File: config.mk
export PLATFORM = sky130hd
export DESIGN_NAME = fifo_rd_stream
export DESIGN_NICKNAME = d
export VERILOG_FILES = /design/src/rtl/fifo_pkg.sv /design/src/rtl/stream_buf2.sv /design/src/rtl/fifo_rd_stream.sv
export SDC_FILE = /design/constraint.sdc
export NUM_CORES = 1
export LEC_CHECK = 0
export CORE_AREA = 2 2 68 63
export CTS_CLUSTER_SIZE = 40
export DETAILED_ROUTE_END_ITERATION = 6
export DIE_AREA = 0 0 70 65
export GPL_ROUTABILITY_DRIVEN = 0
export PLACE_DENSITY = 0.77
export RECOVER_POWER = 25
export SYNTH_ARGS = -nofsm -noshare
export SYNTH_HDL_FRONTEND = slang
export SYNTH_HIERARCHICAL = 1
export SYNTH_SLANG_ARGS = --single-unit
File: constraint.sdc
create_clock -name clk -period 3.16 [get_ports clk]
set_clock_uncertainty 0.2 [all_clocks]
set_input_delay 0.632 -clock clk [delete_from_list [all_inputs] [get_ports clk]]
set_output_delay 0.632 -clock clk [all_outputs]
set_load 0.005 [all_outputs]
File: src/rtl/fifo_pkg.sv
// Shared constants and helpers for the FIFO read-side stream adapter.
package fifo_pkg;

    // Depth of the skid buffer between the FIFO read port and the stream output.
    localparam int unsigned RD_BUF_DEPTH = 2;

    // Occupancy must represent 0..RD_BUF_DEPTH inclusive.
    localparam int unsigned OCC_WIDTH = $clog2(RD_BUF_DEPTH + 1);

    typedef logic [OCC_WIDTH-1:0] occ_t;

    // Projected occupancy carries one extra bit so the sum can never wrap.
    typedef logic [OCC_WIDTH:0] occ_proj_t;

    localparam occ_proj_t OCC_LIMIT = occ_proj_t'(RD_BUF_DEPTH);

    // Occupancy the buffer will have once a read issued last cycle lands and
    // the current pop (if any) retires.
    function automatic occ_proj_t occ_next(input occ_t occ, input logic rd_pend,
                                           input logic pop);
        return {1'b0, occ} + {{OCC_WIDTH{1'b0}}, rd_pend} - {{OCC_WIDTH{1'b0}}, pop};
    endfunction

endpackage

File: src/rtl/stream_buf2.sv
// Two-entry register buffer with push/pop and occupancy. Output data is read
// straight from the storage registers, so it is stable while not popped.
module stream_buf2
    import fifo_pkg::*;
#(
    parameter int unsigned DATA_WIDTH = 8
) (
    input  logic                  clk,
    input  logic                  rst_n,
    input  logic                  push,
    input  logic [DATA_WIDTH-1:0] push_data,
    input  logic                  pop,
    output occ_t                  occ,
    output logic                  valid,
    output logic [DATA_WIDTH-1:0] data
);

    logic [DATA_WIDTH-1:0] buf_q [RD_BUF_DEPTH];
    logic                  wr_ptr_q;
    logic                  rd_ptr_q;
    occ_t                  occ_q;
    occ_t                  occ_d;
    logic                  pop_ok;

    // Pop is only meaningful when a word is held.
    assign pop_ok = pop && (occ_q != '0);

    // Next occupancy: a simultaneous push and pop leaves it unchanged.
    always_comb begin
        occ_d = occ_q;
        unique case ({push, pop_ok})
            2'b10:   occ_d = occ_q + 1'b1;
            2'b01:   occ_d = occ_q - 1'b1;
            default: occ_d = occ_q;
        endcase
    end

    // Storage, pointers and occupancy; all cleared on reset.
    always_ff @(posedge clk) begin
        if (!rst_n) begin
            for (int unsigned i = 0; i < RD_BUF_DEPTH; i++) begin
                buf_q[i] <= '0;
            end
            wr_ptr_q <= 1'b0;
            rd_ptr_q <= 1'b0;
            occ_q    <= '0;
        end else begin
            if (push) begin
                buf_q[wr_ptr_q] <= push_data;
                wr_ptr_q        <= ~wr_ptr_q;
            end
            if (pop_ok) begin
                rd_ptr_q <= ~rd_ptr_q;
            end
            occ_q <= occ_d;
        end
    end

    // Head-of-buffer view.
    always_comb begin
        occ   = occ_q;
        valid = (occ_q != '0);
        data  = buf_q[rd_ptr_q];
    end

endmodule

File: src/rtl/fifo_rd_stream.sv
// Read-side adapter: turns the FIFO's r_en / registered data_out interface
// into a valid/ready stream, with a saturating delivered-word counter.
module fifo_rd_stream
    import fifo_pkg::*;
#(
    parameter int unsigned DATA_WIDTH = 8,
    parameter int unsigned CNT_WIDTH  = 16
) (
    input  logic                  clk,
    input  logic                  rst_n,
    input  logic                  fifo_empty,
    input  logic [DATA_WIDTH-1:0] fifo_data,
    output logic                  fifo_r_en,
    output logic                  m_valid,
    input  logic                  m_ready,
    output logic [DATA_WIDTH-1:0] m_data,
    output logic [CNT_WIDTH-1:0]  word_count
);

    logic                 rd_pend_q;
    logic                 pop;
    occ_t                 occ;
    logic [CNT_WIDTH-1:0] word_count_q;

    assign pop = m_valid && m_ready;

    // Issue a read only if the word is guaranteed a slot when it lands; the
    // m_ready term lets a read overlap a pop for full throughput.
    always_comb begin
        fifo_r_en = rst_n && !fifo_empty && (occ_next(occ, rd_pend_q, pop) < OCC_LIMIT);
    end

    // The FIFO presents data one cycle after r_en; remember a read is in flight.
    always_ff @(posedge clk) begin
        if (!rst_n) begin
            rd_pend_q <= 1'b0;
        end else begin
            rd_pend_q <= fifo_r_en;
        end
    end

    // Delivered-word counter, holds at all-ones.
    always_ff @(posedge clk) begin
        if (!rst_n) begin
            word_count_q <= '0;
        end else if (pop && (word_count_q != '1)) begin
            word_count_q <= word_count_q + 1'b1;
        end
    end

    assign word_count = word_count_q;

    stream_buf2 #(
        .DATA_WIDTH (DATA_WIDTH)
    ) u_buf (
        .clk       (clk),
        .rst_n     (rst_n),
        .push      (rd_pend_q),
        .push_data (fifo_data),
        .pop       (pop),
        .occ       (occ),
        .valid     (m_valid),
        .data      (m_data)
    );

endmodule
==> impl_results.md <==
* Status: finished clean
* Cells after Synth at between 150 and 200
* Htree depth at 2
* Syn Nets at roughly 210
* Die width at approximately 70 um
* Hold path cells at 2
* First-pass GRT wire length at 6890 um
* Final global-route overflow total at 0
* Synth Register Bits at 38
* CP cell instances: dlygate4sd2_1 -> nand2_2 -> inv_1 -> ha_4 -> nand2b_4 -> fa_2 -> nand2_2 -> nor3_2 -> buf_2
* Final worst setup slack at 0.110 ns
* Rows at 22
* Die height at between 60 and 70 um
* Ports at 38
* Fin nets at 252
* ANT cells at 0
* Pleak at around 0.94 nW
* Post-synth top area share at 0.254
* R2R Path Start: u_buf/occ[1]
* DR DRC count at 0
* Clock latency on the worst-skew pair at approximately 0.29 ns
* Clock sink count at 38
* Syn Area/Cell at 9.80 sq um
* Dpl hpwl at approximately 2700 um
* Pwr/cell area at approximately 570 nW/um^2
* Peak Freq at about 330 MHz
* R2R Setup Slk at ~1.1 ns
* Relative slew slack at 0.661
* Layout area overhead at 31.7%
* R2R cell count at 8
* Placed Cells at 277
* Async S/R FF share, synth at 0
* CTS max path bufs at 2
* GRT Overall Usage at 0.194
* Number of port buffers at 37
* Worst hold-check path type: reg2reg
* Reg2reg end: u_buf/occ[1]
* Syn Std Cell Area at around 1900 sq um
* Final Max Slew Viols at 0
* Crit-path most repeated cell: nand2_2
* CTS tree: done
* # setup viols final at 0
* Vias/cell at between 5 and 6
* Setup Slack @ Placement at -0.540 ns
* EDFF count, synth at 16
* Crit. End Element: primary output
* Largest net degree at the start of global routing at 34
* Worst vdd ir at around 0.42 mV
* Kind of critical path: in2out
* Main synth FF type: dfxtp_1
* Min-Delay Endpoint: word_count[11]
* Clock Tree Root: clkbuf_8
* Pre-Repair DR Iteration Count at 4
* Slowest CP cell: fa_2
* Via count at between 1500 and 2000
* YS warnings at 6
* Worst Tran Pin Value at about 0.51 ns
* Worst Setup Start Kind: primary input
* Post-CTS Setup Inserts at 0
* Clk pin slew, worst setup/hold paths at approximately 0.08 ns
* Fin crit share at 0.965
* Post-synth top area cell: edfxtp_1
* Vias in the first global route at approximately 1500
* Worst path max stage delay at 0.53 ns
* Initial DRC count at around 130
* Unique masters post-synth at 44
* Initial Util at 0.484
* Min-Delay Startpoint: word_count[11]
* Worst EP arrival at 2.22 ns
* Sequential cell area fraction in the yosys report at 0.487
* CTS Hold Buffers Added at 0
* Fin Setup TNS at 0 ns
* Worst EP required at 2.33 ns
* Filler cells at ~330
* Drt wl/cell at ~14 um
* Final ANT Viol Nets at 0
* Largest cells by area after synthesis: edfxtp_1, dfxtp_1, nand2_1, mux2_2, nor2_1
* Crit path time final at about 3.0 ns
* Max-cap viol count at 0
* Critical Path Fanout Max at 2
* Share of cells above drive strength 1 at 0.143
* Initial antenna violation count at 0
* DRT Wirelength at ~4000 um
* Total power at 1.42 mW
* Core area at 3910 sq um
* Final non-filler cell total at roughly 290
* Number of buffers created by CTS at 5
* Final hold violation count at 0
* Die area at about 4600 sq um
-- placed cells by master, fill, tap and decap left out, types with 3 or more instances in the layout --
cell type        Yosys  layout
mux2_2               8       8
nor4_1               4       4
a21oi_1              3       3
o21ai_0              8       8
edfxtp_1            16      16
nand3_1             10      10
nand2_1             25      24
nand4_1              3       3
and3_1               4       4
inv_1                6       6
nand2b_1             4       3
xnor2_1              3       3
mux2i_1              4       4
a211oi_1             3       3
dfxtp_1             22      21
nor2_1              22      22
clkbuf_8             0       5
and2_1               4       4
buf_4                0       6
a31oi_1              5       5
clkdlybuf4s50_1      0      34
-- metrics by stage --
step / util / hold slack, ns / cell area (sq um)
after floorplan: - / 0.243 / 1890
after global placement: 0.596 / 0.250 / 2330
after detailed placement: 0.596 / 0.277 / 2330
after CTS: 0.631 / 0.291 / 2470
after global routing: 0.637 / 0.329 / 2490
final: 0.637 / 0.301 / 2490
-- cell usage after synthesis (2+ instances only) --
cell type and count:
a2111o_1 2, a211oi_1 3, a21boi_1 2, a21oi_1 3
a31oi_1 5, and2_1 4, and3_1 4, and4_1 2
buf_2 2, clkbuf_1 4, dfxtp_1 22, edfxtp_1 16
ha_1 3, inv_1 6, mux2_2 8, mux2i_1 4
nand2_1 25, nand2b_1 4, nand3_1 10, nand4_1 3
nor2_1 22, nor2b_1 2, nor3_1 3, nor4_1 4
o21ai_0 8, or3_1 2, xnor2_1 3
-- worst max-delay path by stage --
stage / start / end / slack, ns / depth (start not counted)
final: m_ready / fifo_r_en / 0.11 / 9
after global placement: m_ready / fifo_r_en / -0.53 / 9
after floorplan: u_buf/occ[0] / fifo_r_en / 0.28 / 8
after global routing: m_ready / fifo_r_en / -0.01 / 9
after detailed placement: m_ready / fifo_r_en / -0.54 / 9
after CTS: m_ready / fifo_r_en / 0.08 / 9
-- per-layer routing --
metal	share of wire	track usage
met1	0.46	0.243
met5	0	0
met3	0.047	0.0529
met2	0.48	0.318
met4	0.014	0.0793
-- registers in the layout, indices dropped and copies added (netlist names), named ones only --
name            count
u_buf/wr_ptr_q      1
u_buf/buf_q        16
u_buf/rd_ptr_q      1
u_buf/occ           2
word_count         16
rd_pend_q           1
-- critical path, delay by kind of cell --
family,cells,cell delay (ns)
buffers and inverters,3,0.44
adders and majority gates,2,0.74
and+or+nand+nor,4,0.41
-- final cells by class --
type	instances	area [sq um]	share of cell area
clock buffers	5	68.8	0.0276
repair buffers	43	409	0.164
multi-input cells	142	945	0.379
flip-flops and latches	38	922	0.370
well taps	48	60.1	0.0241
inverters	6	22.5	0.00904
clock inverters	3	63.8	0.0256
-- cell families after synthesis --
| logic type | share of synthesized area |
|---|---|
| adders and majority gates | 0.0304 |
| AOI/OAI and AO/OA | 0.114 |
| xor gates and xnor gates | 0.0185 |
| muxes | 0.0688 |
| and+or+nand+nor | 0.250 |
| buffers and inverters | 0.0311 |
| DFF | 0.487 |
-- report_power, final --
| part | internal [mW] | leakage, nW | switching [mW] |
|---|---|---|---|
| Sequential | 0.566 | 0.346 | 0.0324 |
| Clock | 0.312 | 0.0658 | 0.171 |
| Combinational | 0.194 | 0.526 | 0.149 |
| Total | 1.07 | 0.938 | 0.352 |
-- repair_timing --
item | 4_1_cts | 5_1_grt
endpoints found under the setup margin | 1 | 1
resized for setup | 7 | 5
pin swaps | 0 | 3
Power figures use the tool's default switching activity.
